[src/rtl/xnor_conv_pe_array_kxk_if.sv]
// Handshake bundle between the column feeder (master) and the KxK XNOR PE array (slave).
// With XNOR_CONV_THRESHOLD_EN defined the bundle also carries a runtime threshold.
interface xnor_conv_pe_array_kxk_if #(
    parameter int K          = 3,
    parameter int CH         = 1,
    parameter int PSUM_WIDTH = 4
);
    logic                  w_load_start;
    logic                  w_valid;
    logic [CH-1:0]         w_in;
    logic                  w_done;
    logic                  col_valid;
    logic                  col_ready;
    logic [K*CH-1:0]       col_in;
    logic                  row_start;
    logic                  out_valid;
    logic                  out_ready;
    logic [PSUM_WIDTH-1:0] out_psum;
    logic                  out_bit;
`ifdef XNOR_CONV_THRESHOLD_EN
    logic [PSUM_WIDTH-1:0] thresh;
`endif

    modport master (
        output w_load_start, w_valid, w_in, col_valid, col_in, row_start, out_ready,
`ifdef XNOR_CONV_THRESHOLD_EN
        output thresh,
`endif
        input  w_done, col_ready, out_valid, out_psum, out_bit
    );

    modport slave (
        input  w_load_start, w_valid, w_in, col_valid, col_in, row_start, out_ready,
`ifdef XNOR_CONV_THRESHOLD_EN
        input  thresh,
`endif
        output w_done, col_ready, out_valid, out_psum, out_bit
    );
endinterface

[src/rtl/xnor_conv_pe_array_kxk.sv]
// KxK x CH XNOR-popcount window engine: serial weight load, streamed columns, 1-deep output buffer.
// Optional runtime threshold via XNOR_CONV_THRESHOLD_EN; otherwise fixed at ceil(K*K*CH/2).
module xnor_conv_pe_array_kxk #(
    parameter int K          = 3,
    parameter int CH         = 1,
    parameter int PSUM_WIDTH = 4
) (
    input  logic                     clk,
    input  logic                     rst,
    xnor_conv_pe_array_kxk_if.slave  bus
);
    localparam int N  = K * K * CH;
    localparam int FW = $clog2(K + 1);
    localparam int BW = $clog2(K * K + 1);
    localparam logic [PSUM_WIDTH-1:0] THRESH_DEF = PSUM_WIDTH'((N + 1) / 2);

    typedef enum logic [1:0] {IDLE, LOAD_W, RUN} state_t;

    state_t                state_q, state_d;
    logic [N-1:0]          weights_q, weights_d;
    logic [N-1:0]          window_q, window_d;
    logic [FW-1:0]         fill_q, fill_d;
    logic [BW-1:0]         beat_q, beat_d;
    logic                  w_done_q, w_done_d;
    logic                  out_valid_q, out_valid_d;
    logic [PSUM_WIDTH-1:0] out_psum_q, out_psum_d;
    logic                  out_bit_q, out_bit_d;

    logic                  col_ready, accept;
    logic [N-1:0]          match;
    logic [PSUM_WIDTH-1:0] psum, thresh_w;

    assign col_ready = (state_q == RUN) && (!out_valid_q || bus.out_ready);
    assign accept    = bus.col_valid && col_ready;

`ifdef XNOR_CONV_THRESHOLD_EN
    assign thresh_w = bus.thresh;
`else
    assign thresh_w = THRESH_DEF;
`endif

    // Column 0 (oldest) sits in the low bits; the new column lands in the top K*CH bits.
    always_comb begin
        window_d = window_q;
        if (accept) window_d = N'({bus.col_in, window_q} >> (K * CH));
    end

    assign match = ~(window_d ^ weights_q);

    always_comb begin
        psum = '0;
        for (int i = 0; i < N; i++) psum = psum + PSUM_WIDTH'(match[i]);
    end

    always_comb begin
        state_d     = state_q;
        weights_d   = weights_q;
        fill_d      = fill_q;
        beat_d      = beat_q;
        w_done_d    = w_done_q;
        out_valid_d = out_valid_q;
        out_psum_d  = out_psum_q;
        out_bit_d   = out_bit_q;

        if (accept) begin
            if (bus.row_start)          fill_d = FW'(1);
            else if (fill_q != FW'(K))  fill_d = fill_q + FW'(1);
        end
        if (out_valid_q && bus.out_ready) out_valid_d = 1'b0;
        if (accept && fill_d == FW'(K)) begin
            out_valid_d = 1'b1;
            out_psum_d  = psum;
            out_bit_d   = (psum >= thresh_w);
        end

        case (state_q)
            IDLE: begin
                if (bus.w_load_start) begin
                    state_d = LOAD_W;
                    beat_d  = '0;
                end
            end
            LOAD_W: begin
                if (bus.w_valid) begin
                    weights_d[int'(beat_q) * CH +: CH] = bus.w_in;
                    if (beat_q == BW'(K * K - 1)) begin
                        state_d  = RUN;
                        w_done_d = 1'b1;
                        beat_d   = '0;
                    end else begin
                        beat_d = beat_q + BW'(1);
                    end
                end
            end
            RUN: begin
                // A reload wins over a same-cycle column: the window restarts empty.
                if (bus.w_load_start && !out_valid_q) begin
                    state_d     = LOAD_W;
                    w_done_d    = 1'b0;
                    fill_d      = '0;
                    beat_d      = '0;
                    out_valid_d = 1'b0;
                    out_psum_d  = out_psum_q;
                    out_bit_d   = out_bit_q;
                end
            end
            default: state_d = IDLE;
        endcase
    end

    always_ff @(posedge clk or negedge rst) begin
        if (!rst) begin
            state_q     <= IDLE;
            weights_q   <= '0;
            window_q    <= '0;
            fill_q      <= '0;
            beat_q      <= '0;
            w_done_q    <= 1'b0;
            out_valid_q <= 1'b0;
            out_psum_q  <= '0;
            out_bit_q   <= 1'b0;
        end else begin
            state_q     <= state_d;
            weights_q   <= weights_d;
            window_q    <= window_d;
            fill_q      <= fill_d;
            beat_q      <= beat_d;
            w_done_q    <= w_done_d;
            out_valid_q <= out_valid_d;
            out_psum_q  <= out_psum_d;
            out_bit_q   <= out_bit_d;
        end
    end

    assign bus.col_ready = col_ready;
    assign bus.w_done    = w_done_q;
    assign bus.out_valid = out_valid_q;
    assign bus.out_psum  = out_psum_q;
    assign bus.out_bit   = out_bit_q;
endmodule

[src/flat_wrapper.sv]
// flat-port wrapper written by rule: the top's interface ports become plain ports
module xnor_conv_pe_array_kxk_flat 
#(
    parameter int K          = 3,
    parameter int CH         = 1,
    parameter int PSUM_WIDTH = 4
)
  (clk, rst, bus_w_load_start, bus_w_valid, bus_w_in, bus_col_valid, bus_col_in, bus_row_start, bus_out_ready, bus_w_done, bus_col_ready, bus_out_valid, bus_out_psum, bus_out_bit);
  xnor_conv_pe_array_kxk_if #(.K(K), .CH(CH), .PSUM_WIDTH(PSUM_WIDTH)) bus_i ();
  input  logic clk;
  input  logic rst;
  input wire logic [$bits(bus_i.w_load_start)-1:0] bus_w_load_start;
  input wire logic [$bits(bus_i.w_valid)-1:0] bus_w_valid;
  input wire logic [$bits(bus_i.w_in)-1:0] bus_w_in;
  input wire logic [$bits(bus_i.col_valid)-1:0] bus_col_valid;
  input wire logic [$bits(bus_i.col_in)-1:0] bus_col_in;
  input wire logic [$bits(bus_i.row_start)-1:0] bus_row_start;
  input wire logic [$bits(bus_i.out_ready)-1:0] bus_out_ready;
  output wire logic [$bits(bus_i.w_done)-1:0] bus_w_done;
  output wire logic [$bits(bus_i.col_ready)-1:0] bus_col_ready;
  output wire logic [$bits(bus_i.out_valid)-1:0] bus_out_valid;
  output wire logic [$bits(bus_i.out_psum)-1:0] bus_out_psum;
  output wire logic [$bits(bus_i.out_bit)-1:0] bus_out_bit;
  assign bus_i.w_load_start = bus_w_load_start;
  assign bus_i.w_valid = bus_w_valid;
  assign bus_i.w_in = bus_w_in;
  assign bus_i.col_valid = bus_col_valid;
  assign bus_i.col_in = bus_col_in;
  assign bus_i.row_start = bus_row_start;
  assign bus_i.out_ready = bus_out_ready;
  assign bus_w_done = bus_i.w_done;
  assign bus_col_ready = bus_i.col_ready;
  assign bus_out_valid = bus_i.out_valid;
  assign bus_out_psum = bus_i.out_psum;
  assign bus_out_bit = bus_i.out_bit;
  xnor_conv_pe_array_kxk #(.K(K), .CH(CH), .PSUM_WIDTH(PSUM_WIDTH)) u_core (.clk(clk), .rst(rst), .bus(bus_i));
endmodule
[config.mk]
export PLATFORM = sky130hd
export DESIGN_NAME = xnor_conv_pe_array_kxk_flat
export DESIGN_NICKNAME = d
export VERILOG_FILES = /design/src/rtl/xnor_conv_pe_array_kxk_if.sv /design/src/rtl/xnor_conv_pe_array_kxk.sv /design/src/flat_wrapper.sv
export SDC_FILE = /design/constraint.sdc
export NUM_CORES = 1
export LEC_CHECK = 0
export CELL_PAD_IN_SITES_DETAIL_PLACEMENT = 1
export CELL_PAD_IN_SITES_GLOBAL_PLACEMENT = 2
export CORE_ASPECT_RATIO = 1.5
export CORE_UTILIZATION = 37
export DETAILED_ROUTE_END_ITERATION = 8
export PLACE_DENSITY = 0.89
export SKIP_LAST_GASP = 1
export SLEW_MARGIN = 0
export SYNTH_ARGS = -nofsm -noshare
export SYNTH_HDL_FRONTEND = slang
export SYNTH_SLANG_ARGS = --single-unit
[constraint.sdc]
create_clock -name clk -period 4.9 [get_ports clk]
set_input_delay 0.735 -clock clk [delete_from_list [all_inputs] [get_ports clk]]
set_output_delay 0.735 -clock clk [all_outputs]
set_load 0.03 [all_outputs]
==> impl_metrics.csv, run 1 <==
group,metric,value,unit
floorplanning,die_w,60.1,um
power,power_density,824,nW/um2
finish,nets,218,
timing,slew_viol_final,0,
timing,fin_ws,153,ps
timing,clock.fmax,211,MHz
clock_tree,path_clk_slew,70,ps
power,peakVddDrop,0.000372,V
setup_path,endpoint_kind,"flop",
detailed_routing,wire_per_inst,17.2,um
setup_path,worstSetupPathType,"in2reg",
floorplanning,rows,31,
place,gp_congestion,0.836,
timing,finalSetupViolations,0,
place,dp_cells,249,
clock_tree,cts_buffers,5,
timing,skew,3.41,ps
clock_tree,cts_num_sinks,33,
finish,drive_gt1_share,25.8,%
power,leakage,1.08,nW
setup_path,crit_top_cell,"inv_1",
finish,antenna_cells,0,
synth,ys_warn_count,0,
floorplanning,boundaryPins,19,
detailed_routing,routed_via_density,5.32,
floorplanning,core,4850,um2
setup_path,path_delay_family,"adder cells",
global_route,grt_overflow,0,
clock_tree,ctsLongestPathBuffers,2,
timing,whs,502,ps
floorplanning,start_util,38.6,%
detailed_routing,drcViolationCount,0,
synth,synth-compound-area-share,8.15,%
synth,ys.flop_type,"dfrtp_1",
place,place_ws,-481,ps
finish,final_cells,260,
clock_tree,clk_latency,290,ps
synth,synth_top_family_by_area,"simple AND/OR/NAND/NOR gates",
timing,rsz0062_at_grt,"no",
global_route,grt_max_degree,34,
place,placed_area,2160,um2
setup_path,crit_required,5070,ps
detailed_routing,via_count,1383,
setup_path,cp_slowest_cell,"fa_1",
clock_tree,htreeDepth,2,
detailed_routing,finalWirelength,4.48,mm
synth,synthSimpleGateAreaFrac,14.0,%
setup_path,slowest_delay,560,ps
setup_path,setup.worst_path.start_class,"input port",
detailed_routing,dr.pass1.iters,4,
global_route,antenna_found_initial,0,
timing,finalHoldViolations,0,
synth,yosys.area_share.adder,11.4,%
clock_tree,cts_root_buffer,"clkbuf_8",
floorplanning,die-area,5360,um2
place,hpwl,3.44,mm
synth,syn-num-nets,189,
synth,synth_edf_count,0,
finish,syn2layout_area_growth,26.2,%
synth,ys_types,36,
synth,syn_area,1870,um2
setup_path,crit_buf_inv,5,
detailed_routing,antenna_left,0,
timing,tightest_slew,474,ps
floorplanning,dieHeight,89.1,um
synth,ys_ff_latch,33,
clock_tree,cts_hold_buf,0,
synth,synthMuxAreaShare,13.8,%
place,port_buffers,18,
global_route,grt_pass1_vias,1538,
setup_path,crit_chain,"dlygate4sd2_1 > nand2b_4 > nand3_4 > mux2_4 > xnor2_4 > ha_4 > inv_1 > fa_1 > inv_1 > fa_1 > fa_1 > ha_2 > inv_1 > fa_2 > inv_1 > o21ai_1 > nand3_1 > mux2_2",
setup_path,r2r_slack,250,ps
outcome,status,"finished, final reports clean",
run,maxCapViolCount,0,
synth,ys_async_sr_fraction,100,%
synth,ys_seq_area_share,44.1,%
global_route,grt_pass1_wl,7.25,mm
synth,syn_inst,164,
synth,synth-xor-area-share,5.14,%
clock_tree,cts_tree,"built",
timing,fin_crit,4750,ps
synth,avgSynthCellArea,11.4,um2
setup_path,cp.arrival,4920,ps
setup_path,cp_max_fo,4,
min_path,min_path_type,"reg2reg",
timing,finalCritPeriodShare,96.9,%
finish,fillers,528,
global_route,grt_usage,19.5,%
detailed_routing,initialDrtViolationCount,35,
timing,slew_headroom,68.3,%
finish,fin_area,2360,um2
-- cell type report --
type / instances / area, um2 / area share, %
Tap cell: 66 / 82.6 / 3.49
Clock buffer: 7 / 86.3 / 3.65
Sequential cell: 33 / 826 / 34.9
Multi-Input combinational cell: 114 / 1050 / 44.4
Timing Repair Buffer: 26 / 241 / 10.2
Clock inverter: 1 / 30.0 / 1.27
Inverter: 13 / 48.8 / 2.06
-- routing by layer --
metal / GRT usage, % / up-vias / routed length, um
met5: 0 / - / 0
li1: - / 631 / -
met4: 11.2 / 0 / 198
met2: 37.7 / 23 / 2670
met1: 18.0 / 715 / 1520
met3: 4.05 / 14 / 97
-- where the power goes --
group          leakage (nW)  switching (mW)  internal, mW
logic                 0.577           0.658         0.599
clock network        0.0585           0.101         0.166
registers             0.442          0.0794         0.344
total                  1.08           0.838          1.11
-- per-stage QoR --
step	utilization [%]	TNS (ps)	power, mW
2_1_floorplan	-	0	1.18
3_3_place_gp	44.5	-384	1.40
3_5_place_dp	44.5	-1010	1.53
4_1_cts	47.8	0	1.89
5_1_grt	48.7	0	2.14
6_report	48.7	0	1.95
-- sequential cells by signal, indices dropped and copies added, names as in the netlist --
signal and count:
u_core.weights_q 9, u_core.bus.out_psum 4, u_core.window_q 9, u_core.state_q 2, u_core.bus.w_done 1, u_core.bus.out_valid 1, u_core.bus.out_bit 1, u_core.beat_q 4
u_core.fill_q 2
-- kinds of logic (layout without fill, tap and decap cells) --
logic type	Yosys count	count (layout)
xor gates and xnor gates	11	11
muxes	23	23
adders and majority gates	14	14
and+or+nand+nor	43	43
AOI/OAI and AO/OA	23	23
buffers and inverters	17	47
DFF	33	33
-- synth_stat cells, types with 2 or more instances --
master | instances | area, um2
a211oi_1 | 4 | 30.0
a21oi_1 | 4 | 20.0
a31oi_1 | 2 | 12.5
a32o_1 | 2 | 20.0
and3_1 | 3 | 18.8
clkbuf_1 | 3 | 11.3
dfrtp_1 | 33 | 826
fa_1 | 5 | 100
ha_1 | 9 | 113
inv_1 | 13 | 48.8
mux2_2 | 23 | 259
nand2_1 | 9 | 33.8
nand2b_1 | 2 | 12.5
nand3_1 | 8 | 40.0
nor2_1 | 4 | 15.0
nor2b_1 | 3 | 18.8
nor3_1 | 4 | 20.0
o211ai_1 | 2 | 15.0
o21ai_0 | 4 | 20.0
o22ai_1 | 2 | 12.5
xnor2_1 | 8 | 70.1
xor2_1 | 3 | 26.3
-- final timing paths --
kind / from / endpoint / cells after the start
worst max-delay path: bus_out_ready / u_core.bus.out_bit / 18
worst min-delay path: u_core.fill_q[0] / u_core.fill_q[0] / 1
worst max register to register: u_core.state_q[0] / u_core.bus.out_bit / 17
worst min register to register: u_core.fill_q[0] / u_core.fill_q[0] / 1
max in group asynchronous: rst / u_core.bus.w_done / 2
min in group asynchronous: rst / u_core.window_q[6] / 2
-- worst register-to-register path, cell delays in order, from the launching register on --
cell,delay (ps)
dfrtp_1,430
and2b_4,300
nand3_4,110
mux2_4,360
xnor2_4,150
ha_4,270
inv_1,40
fa_1,510
inv_1,60
fa_1,500
fa_1,570
ha_2,180
inv_1,50
fa_2,510
inv_1,50
o21ai_1,110
nand3_1,80
mux2_2,270
-- what timing repair did --
item	in CTS	in global routing
pin swaps	3	4
gates cloned	0	0
setup endpoints to repair	1	1
gates resized for setup	9	4
buffers inserted	1	2
-- cells in the final DEF, fill, tap and decap left out, drive strengths merged, types with 2 or more instances in the layout --
| master | count |
|---|---|
| dfrtp | 33 |
| mux2 | 23 |
| clkdlybuf4s50 | 16 |
| inv | 13 |
| nand2 | 9 |
| nand3 | 9 |
| ha | 9 |
| buf | 8 |
| xnor2 | 8 |
| clkbuf | 7 |
| fa | 5 |
| nor3 | 4 |
| nor2 | 4 |
| a211oi | 4 |
| a21oi | 4 |
| o21ai | 4 |
| xor2 | 3 |
| and3 | 3 |
| nor2b | 3 |
| o22ai | 2 |
| a31oi | 2 |
| a32o | 2 |
| o211ai | 2 |
| nand2b | 2 |
No activity file was read; power rests on OpenSTA's default activity.
==> run 2: changes to the inputs <==
CORE_MARGIN = 2   (was default)
CORE_UTILIZATION = 34   (was 37)
PLACE_DENSITY = 0.86   (was 0.89)
SLEW_MARGIN = default   (was 0)
clock period = 3.9 ns   (was 4.9 ns; I/O delays follow)
==> run 2 against run 1 <==
Net effect: utilization down 5.0 points; global-route usage down 3.7 points; the flow now finishes with violations (negative setup slack); sequential cell count unchanged; non-clock buffer count up 5; hold slack better by 1.5 ps; highest routed layer unchanged; register-to-register slack worse by 650 ps; sequential share of layout area about the same.
==> impl_metrics.csv, run 2 (same netlist as run 1, synthesis figures left out) <==
group,metric,value,unit
detailed_routing,initialDrtViolationCount,19,
timing,tightest_slew,508,ps
global_route,grt_pass1_wl,7.09,mm
global_route,grt_max_degree,34,
clock_tree,clk_latency,280,ps
detailed_routing,drcViolationCount,0,
setup_path,slowest_delay,540,ps
finish,final_cell_mix,"dfrtp_1, mux2_2, clkdlybuf4s50_1, buf_4, inv_1",
detailed_routing,dr.pass1.iters,2,
clock_tree,path_clk_slew,60,ps
floorplanning,core,5410,um2
clock_tree,cts_buffers,5,
setup_path,crit_required,4070,ps
detailed_routing,finalWirelength,4.37,mm
clock_tree,cts_root_buffer,"clkbuf_8",
place,gp_congestion,0.771,
clock_tree,cts_tree,"built",
clock_tree,ctsLongestPathBuffers,2,
place,place_ws,-976,ps
setup_path,cp.arrival,4470,ps
floorplanning,rows,33,
setup_path,endpoint_kind,"flop",
detailed_routing,routed_via_density,5.04,
timing,clock.fmax,232,MHz
timing,finalSetupViolations,3,
finish,syn2layout_area_growth,26.3,%
clock_tree,cts_num_sinks,33,
setup_path,worstSetupPathType,"in2reg",
detailed_routing,antenna_left,0,
clock_tree,cts_hold_buf,0,
timing,fin_ws,-403,ps
clock_tree,htreeDepth,2,
floorplanning,start_util,34.6,%
global_route,antenna_found_initial,0,
timing,finalHoldViolations,0,
detailed_routing,wire_per_inst,16.2,um
floorplanning,boundaryPins,19,
global_route,grt_pass1_vias,1428,
global_route,grt_usage,15.8,%
global_route,grt_overflow,0,
run,maxCapViolCount,0,
outcome,status,"finished with violations",
floorplanning,die_w,64.6,um
timing,slew_headroom,66.0,%
timing,rsz0062_at_grt,"yes",
detailed_routing,via_count,1357,
outcome,violations,"negative setup slack",
timing,skew,4.05,ps
place,port_buffers,18,
floorplanning,dieHeight,94.9,um
timing,finalCritPeriodShare,110,%
setup_path,path_delay_family,"adder cells",
setup_path,cp_max_fo,4,
timing,fin_crit,4300,ps
min_path,min_path_type,"reg2reg",
floorplanning,die-area,6130,um2
finish,drive_gt1_share,28.1,%
setup_path,crit_chain,"clkdlybuf4s15_1 > nand2b_4 > nand3_4 > mux2_4 > xnor2_2 > ha_1 > inv_2 > fa_1 > inv_1 > fa_1 > fa_1 > ha_4 > inv_2 > fa_1 > inv_2 > o21ai_2 > nand3_1 > mux2_4",
setup_path,cp_slowest_cell,"fa_1",
place,hpwl,3.30,mm
finish,antenna_cells,0,
timing,slew_viol_final,0,
finish,nets,223,
setup_path,crit_buf_inv,5,
setup_path,crit_top_cell,"fa_1",
finish,final_common_cell,"dfrtp_1",
finish,top_regs,"u_core.weights_q (9), u_core.window_q (9)",
setup_path,setup.worst_path.start_class,"input port",
==> run 2: changes by cell type in the layout (fill, tap and decap cells not counted), sizes merged <==
cell	delta
bufinv	-1
buf	+5
dlymetal6s2s	-1
clkbuf	+1
clkdlybuf4s15	+1
==> run 2: through the flow <==
step	cells	setup TNS (ps)	area (um2)	util (%)	hold WS (ps)
6_report	269	-956	2370	43.7	503
5_1_grt	269	-1600	2370	43.7	526
4_1_cts	268	-1210	2330	43.1	510
3_5_place_dp	259	-3630	2240	41.5	497
3_3_place_gp	259	-3330	2240	41.5	472
2_1_floorplan	164	-802	1910	-	289
==> run 2: path summary, 6_finish.rpt <==
kind,start,to,slack [ps],cells past startpoint
worst max-delay path,bus_out_ready,u_core.bus.out_bit,-400,18
worst min-delay path,u_core.bus.w_done,u_core.bus.w_done,500,2
worst max register to register,u_core.state_q[0],u_core.bus.out_bit,-400,17
worst min register to register,u_core.bus.w_done,u_core.bus.w_done,500,2
max in group asynchronous,rst,u_core.bus.out_psum[2],2870,2
min in group asynchronous,rst,u_core.weights_q[3],710,2
==> run 2: repair_timing <==
item,4_1_cts,5_1_grt
endpoints found under the setup margin,5,5
gates resized for setup,4,5
setup buffers,1,1
pin swaps,6,4
gates cloned,0,0
==> run 2: cell type report <==
cell class	instances	area, um2
fill	598	3040
multi-input combinational	114	1050
sequential	33	826
timing repair buffer	31	277
tap	70	87.6
clock buffer	8	80.1
inverter	13	48.8
==> run 2: worst min-delay path, stage by stage (launching register included) <==
cell,delay [ps]
dfrtp_1,340
a21oi_1,40
nor2_1,80
==> run 2: per-layer routing <==
metal	share of wire (%)	routed length [um]	GRT usage, %	vias up
met5	0	0	0	-
met3	2.5	107	3.93	6
met1	36	1580	16.6	689
met2	60	2610	29.4	18
li1	-	-	-	644
met4	1.7	73	6.74	0
Power of run 2 is left out: the tool's default activity adds up to more than one toggle a clock period on the data nets, which glitch-free logic cannot reach.
